<file path="config.mk">
export PLATFORM = sky130hd
export DESIGN_NAME = seg_display_capture
export DESIGN_NICKNAME = d
export VERILOG_FILES = /design/src/rtl/seg_display_capture.sv
export SDC_FILE = /design/constraint.sdc
export NUM_CORES = 1
export LEC_CHECK = 0
export ABC_AREA = 1
export ABC_CLOCK_PERIOD_IN_PS = 3300
export CORE_UTILIZATION = 40
export CTS_BUF_LIST = sky130_fd_sc_hd__clkbuf_8
export CTS_CLUSTER_DIAMETER = 120
export DETAILED_ROUTE_END_ITERATION = 7
export PLACE_DENSITY_LB_ADDON = 0.15
export SLEW_MARGIN = 20
export SYNTH_ARGS = -nofsm -noshare
export SYNTH_HDL_FRONTEND = slang
export SYNTH_SLANG_ARGS = --single-unit
</file>
<file path="constraint.sdc">
create_clock -name clk -period 3.3 [get_ports clk]
set_input_delay 0.495 -clock clk [delete_from_list [all_inputs] [get_ports clk]]
set_output_delay 0.495 -clock clk [all_outputs]
set_load 0.01 [all_outputs]
</file>
<file path="src/rtl/seg_display_capture.sv">
`default_nettype none
// ============================================================================
//  Module      : seg_display_capture
//  Description : Monitors a multiplexed active-low 4-digit seven-segment bus,
//                decodes each settled digit back to BCD and publishes
//                complete 16-bit frames with per-digit decimal points.
//  Revision    : 1.0 - initial release
// ============================================================================
module seg_display_capture #(
    parameter int SETTLE      = 4,
    parameter int SYNC_STAGES = 2
) (
    input  logic        clk,
    input  logic        rst,
    input  logic [3:0]  seg_an,
    input  logic [7:0]  seg_cat,
    output logic [15:0] bcd,
    output logic [3:0]  dp,
    output logic        frame_valid,
    output logic [3:0]  digit_mask,
    output logic        err
);

    typedef enum logic [1:0] {
        ST_IDLE    = 2'd0,
        ST_SETTLE  = 2'd1,
        ST_CAPTURE = 2'd2,
        ST_HOLD    = 2'd3
    } state_t;

    // Threshold widened to 9 bits so the compare against count+1 never overflows
    localparam logic [8:0] SETTLE_W = 9'(SETTLE);
    // With a threshold of one the first sample already qualifies
    localparam state_t     FIRST_ST = (SETTLE <= 1) ? ST_CAPTURE : ST_SETTLE;

    logic [11:0] sync_q [SYNC_STAGES];
    logic [11:0] sample;
    logic [3:0]  samp_an;

    state_t      state, state_d;
    logic [11:0] lat;
    logic [7:0]  cnt;
    logic [15:0] stage_bcd;
    logic [3:0]  stage_dp;

    logic        an_idle, an_single, an_illegal;
    logic [1:0]  lat_idx;
    logic        dec_ok;
    logic [3:0]  dec_val;
    logic [6:0]  lat_seg;
    logic        lat_load, cnt_inc, do_capture;
    logic        cap_ok;
    logic [3:0]  mask_d;

    assign sample  = sync_q[SYNC_STAGES-1];
    assign samp_an = sample[11:8];
    assign lat_seg = ~lat[6:0];

    // Input synchronizer chain; resets to the idle (all ones) bus level
    always_ff @(posedge clk) begin
        if (rst) begin
            for (int i = 0; i < SYNC_STAGES; i++) sync_q[i] <= '1;
        end else begin
            sync_q[0] <= {seg_an, seg_cat};
            for (int i = 1; i < SYNC_STAGES; i++) sync_q[i] <= sync_q[i-1];
        end
    end

    // Classify the synchronized anode field
    always_comb begin
        an_idle   = (samp_an == 4'hF);
        an_single = 1'b0;
        case (samp_an)
            4'hE, 4'hD, 4'hB, 4'h7: an_single = 1'b1;
            default:                an_single = 1'b0;
        endcase
        an_illegal = !an_idle && !an_single;
    end

    // Digit index of the latched anode (latched value is always a legal single)
    always_comb begin
        lat_idx = 2'd0;
        case (lat[11:8])
            4'hE:    lat_idx = 2'd0;
            4'hD:    lat_idx = 2'd1;
            4'hB:    lat_idx = 2'd2;
            4'h7:    lat_idx = 2'd3;
            default: lat_idx = 2'd0;
        endcase
    end

    // Segment pattern back to BCD; dash maps to 4'hF
    always_comb begin
        dec_ok  = 1'b1;
        dec_val = 4'h0;
        case (lat_seg)
            7'h3F:   dec_val = 4'h0;
            7'h06:   dec_val = 4'h1;
            7'h5B:   dec_val = 4'h2;
            7'h4F:   dec_val = 4'h3;
            7'h66:   dec_val = 4'h4;
            7'h6D:   dec_val = 4'h5;
            7'h7D:   dec_val = 4'h6;
            7'h27:   dec_val = 4'h7;
            7'h7F:   dec_val = 4'h8;
            7'h67:   dec_val = 4'h9;
            7'h40:   dec_val = 4'hF;
            default: dec_ok  = 1'b0;
        endcase
    end

    // Next-state logic: settle qualification, one-shot capture, hold until change
    always_comb begin
        state_d    = state;
        lat_load   = 1'b0;
        cnt_inc    = 1'b0;
        do_capture = 1'b0;
        case (state)
            ST_IDLE: begin
                if (an_single) begin
                    lat_load = 1'b1;
                    state_d  = FIRST_ST;
                end
            end
            ST_SETTLE: begin
                if (sample == lat) begin
                    cnt_inc = 1'b1;
                    if (({1'b0, cnt} + 9'd1) >= SETTLE_W) state_d = ST_CAPTURE;
                end else if (an_single) begin
                    lat_load = 1'b1;
                    state_d  = FIRST_ST;
                end else begin
                    state_d = ST_IDLE;
                end
            end
            ST_CAPTURE: begin
                do_capture = 1'b1;
                state_d    = ST_HOLD;
            end
            ST_HOLD: begin
                if (sample != lat) begin
                    if (an_single) begin
                        lat_load = 1'b1;
                        state_d  = FIRST_ST;
                    end else begin
                        state_d = ST_IDLE;
                    end
                end
            end
            default: state_d = ST_IDLE;
        endcase
    end

    // Mask clears on frame completion; a capture in the same cycle survives
    always_comb begin
        cap_ok = do_capture && dec_ok;
        mask_d = (digit_mask == 4'hF) ? 4'h0 : digit_mask;
        if (cap_ok) mask_d[lat_idx] = 1'b1;
    end

    // FSM state, latch and saturating settle counter
    always_ff @(posedge clk) begin
        if (rst) begin
            state <= ST_IDLE;
            lat   <= '1;
            cnt   <= 8'd0;
        end else begin
            state <= state_d;
            if (lat_load) begin
                lat <= sample;
                cnt <= 8'd1;
            end else if (cnt_inc && (cnt != 8'hFF)) begin
                cnt <= cnt + 8'd1;
            end
        end
    end

    // Staging, frame publication and sticky error
    always_ff @(posedge clk) begin
        if (rst) begin
            stage_bcd   <= 16'h0000;
            stage_dp    <= 4'h0;
            digit_mask  <= 4'h0;
            bcd         <= 16'h0000;
            dp          <= 4'h0;
            frame_valid <= 1'b0;
            err         <= 1'b0;
        end else begin
            frame_valid <= 1'b0;
            digit_mask  <= mask_d;
            if (cap_ok) begin
                stage_bcd[{lat_idx, 2'b00} +: 4] <= dec_val;
                stage_dp[lat_idx]                <= ~lat[7];
            end
            if (digit_mask == 4'hF) begin
                bcd         <= stage_bcd;
                dp          <= stage_dp;
                frame_valid <= 1'b1;
            end
            if (an_illegal || (do_capture && !dec_ok)) err <= 1'b1;
        end
    end

endmodule
`default_nettype wire

</file>
==> summary.txt <==
WL per Instance: 11.1 um
most frequent cells in the layout: 145 x nand2_1, 92 x dfxtp_1, 75 x nor2_1
reg2reg end: stage_bcd[11]$_SDFFE_PP0P_
CP cell instances: inv_1 -> o211ai_1 -> a21oi_2 -> inv_1 -> ha_1 -> inv_1 -> nor4_1 -> nand2_1 -> a21oi_1
share of layout cells above drive strength 1: 12.8%
sink of the worst hold path: sync_q[0][19]$_SDFF_PP1_
gr busiest metal: met2
met3 global-route usage: 3.13%
cells on worst reg2reg path: 9
GRT Util Overall: 16.4%
Crit Path Max Fanout: 11
placed cell area: 4690 sq um
core area: 10,200 sq um
critical path launch point type: flip-flop
Slew HR: 46.6%
sequential area share after synthesis: 43.9%
maximum buffer depth of the clock tree: 2
number of global-route vias before repair: 3,243
Syn Area/Cell: 7.32 sq um
post-route design area: 4880 sq um
cells after synthesis: 573
post-CTS setup buffer count: 0
Crit path max-delay family: compound AO/OA/AOI/OAI gates
Die Y: 104 um
initial core utilization: 41.0%
Max Cap Viol: 0
Worst path max stage delay: 430 ps
CTS H-tree lvls: 3
largest net degree at the start of global routing: 48
Hold Path Origin: sync_q[0][7]$_SDFF_PP1_
RSZ-0062 raised after global routing: false
Area Growth Syn to Fin: 16.4%
syn nets: 596
area of the die: 10,900 sq um
via count: 3,465
hold buffer count at cts: 0
# diodes: 0
DRT antenna net count: 0
commonest non-fill, non-tap cell in the layout: nand2_1
Final TNS setup: 0 ps
initial antenna violation count: 0
Req. time, crit path: 3600 ps
Overflow after GRT: 0
Setup violations, final: 0
critical path's most frequent cell: inv_1
DRC viols: 0
Ys Warns: 0
GR Layer Usage met1: 21.1%
met2 GRT Util: 26.3%
Die W: 104 um
CTS resizes: 0
Final nets: 633
worst skew pair latency: 370 ps
Fin Hold WS: 411 ps
crit path DAT: 2660 ps
DRT iter0 DRCs: 115
Worst-Margin Slew: 801 ps
Max Freq: 0.425 GHz
Port Buffers: 39
worst hold path cell count: 1
TritonCTS sink count: 92
Reg clk slew, reported paths: 90 ps
Slew Limit Fails: 0
wirelength, routed: 8.31 mm
synth unique cells: 32
Site Rows: 37
r2r setup slk: 950 ps
WS Path Type: reg2reg
Synth Register Bits: 92
Tcrit/Tclk final: 71.3%
status: finished, final reports clean
IO Count: 40
critical path's slowest cell: ha_1
Fin. Hold Viols: 0
first-pass GRT wire length: 14.5 mm
routability cong.: 0.813
CTS tree: built
clk root buf: clkbuf_8
Worst Clk Skew: 8.71 ps
Pre-antenna DRT Iters: 4
minimum clock period after layout: 2350 ps
hold crit path type: reg2reg
CTS buffer count: 9
P_leak: 2.18 nW
netlist area before placement: 4200 sq um
VDD IR max: 233 uV
Worst Setup End Kind: flip-flop
Via density: 4.61
dpl hpwl: 6.02 mm
Buf/Inv on CP: 3
PwrDens: 449 nW/um^2
RR Startpoint: lat[9]$_SDFFE_PP1P_
## power breakdown
group	total [mW]	internal (mW)	leakage [nW]	switching (mW)
Combinational	0.301	0.104	1.33	0.197
Clock	0.714	0.332	0.0958	0.383
Sequential	1.18	1.14	0.750	0.0351
## stage by stage
step	worst slack (ps)	utilization, %	total power, mW	instances
after floorplan	1300	-	1.43	573
after global routing	659	47.7	2.31	751
after CTS	955	47.7	2.22	751
final	948	47.7	2.19	751
after global placement	1140	45.9	1.49	735
after detailed placement	997	45.9	1.51	735
## worst max-delay path by stage
stage / to / cells after the start / start
after global placement: stage_bcd[11]$_SDFFE_PP0P_ / 9 / lat[11]$_SDFFE_PP1P_
after floorplan: stage_bcd[11]$_SDFFE_PP0P_ / 9 / lat[11]$_SDFFE_PP1P_
after CTS: stage_bcd[11]$_SDFFE_PP0P_ / 9 / lat[9]$_SDFFE_PP1P_
final: stage_bcd[11]$_SDFFE_PP0P_ / 9 / lat[9]$_SDFFE_PP1P_
after global routing: stage_bcd[11]$_SDFFE_PP0P_ / 9 / lat[9]$_SDFFE_PP1P_
after detailed placement: stage_bcd[11]$_SDFFE_PP0P_ / 9 / lat[9]$_SDFFE_PP1P_
## cell families after synthesis
logic type / after synthesis / synth area share [%]
xor gates and xnor gates: 7 / 1.46
AOI/OAI and AO/OA: 81 / 10.7
and+or+nand+nor: 306 / 33.6
adders and majority gates: 9 / 2.68
DFF: 92 / 43.9
buffers and inverters: 78 / 7.64
## synth_stat cells
| library cell | n | area share (%) |
|---|---|---|
| inv_4 | 1 | 0.15 |
| dfxtp_1 | 92 | 44 |
| clkinv_1 | 1 | 0.089 |
| nand3_1 | 28 | 3.3 |
| o21bai_1 | 1 | 0.18 |
| nor3_1 | 1 | 0.12 |
| a21oi_1 | 37 | 4.4 |
| nand3_4 | 2 | 0.83 |
| nand2_4 | 3 | 0.81 |
| xor2_1 | 2 | 0.42 |
| nor2_1 | 75 | 6.7 |
| o21ai_1 | 2 | 0.24 |
| nand2_2 | 6 | 0.89 |
| xnor2_1 | 5 | 1.0 |
| buf_6 | 3 | 0.81 |
| nor3_4 | 1 | 0.39 |
| o21ai_0 | 25 | 3.0 |
| a21oi_2 | 1 | 0.21 |
| nor4_1 | 1 | 0.15 |
| nand2_1 | 145 | 13 |
| nor2_2 | 7 | 1.0 |
| inv_2 | 7 | 0.63 |
| nor2_4 | 1 | 0.27 |
| clkbuf_1 | 11 | 0.98 |
| nor3_2 | 2 | 0.48 |
| ha_1 | 9 | 2.7 |
| inv_1 | 53 | 4.7 |
| o211ai_1 | 15 | 2.7 |
| or2_2 | 24 | 3.6 |
| buf_2 | 2 | 0.24 |
| nand4_1 | 4 | 0.60 |
| nand3_2 | 6 | 1.4 |
## routing by layer
| metal | up-vias | part of all wire (%) | routed length (um) |
|---|---|---|---|
| li1 | 1876 | - | - |
| met2 | 47 | 44 | 3680 |
| met5 | - | 0 | 0 |
| met4 | 0 | 1.6 | 136 |
| met3 | 11 | 2.8 | 235 |
| met1 | 1531 | 51 | 4260 |
## state kept, by name, indices dropped and copies added (netlist names), named ones only
| name | cells |
|---|---|
| sync_q | 24 |
| dp | 4 |
| cnt | 8 |
| digit_mask | 4 |
| stage_dp | 4 |
| lat | 12 |
| stage_bcd | 16 |
| err | 1 |
| bcd | 16 |
| frame_valid | 1 |
| state | 1 |
## final cells by class
type / instances / area, sq um
Clock buffer: 12 / 165
Sequential cell: 92 / 1840
Fill cell: 1045 / 5350
Timing Repair Buffer: 42 / 413
Tap cell: 136 / 170
Multi-Input combinational cell: 403 / 2030
Inverter: 62 / 235
Clock inverter: 4 / 23.8
No activity file was read; power rests on OpenSTA's default activity.
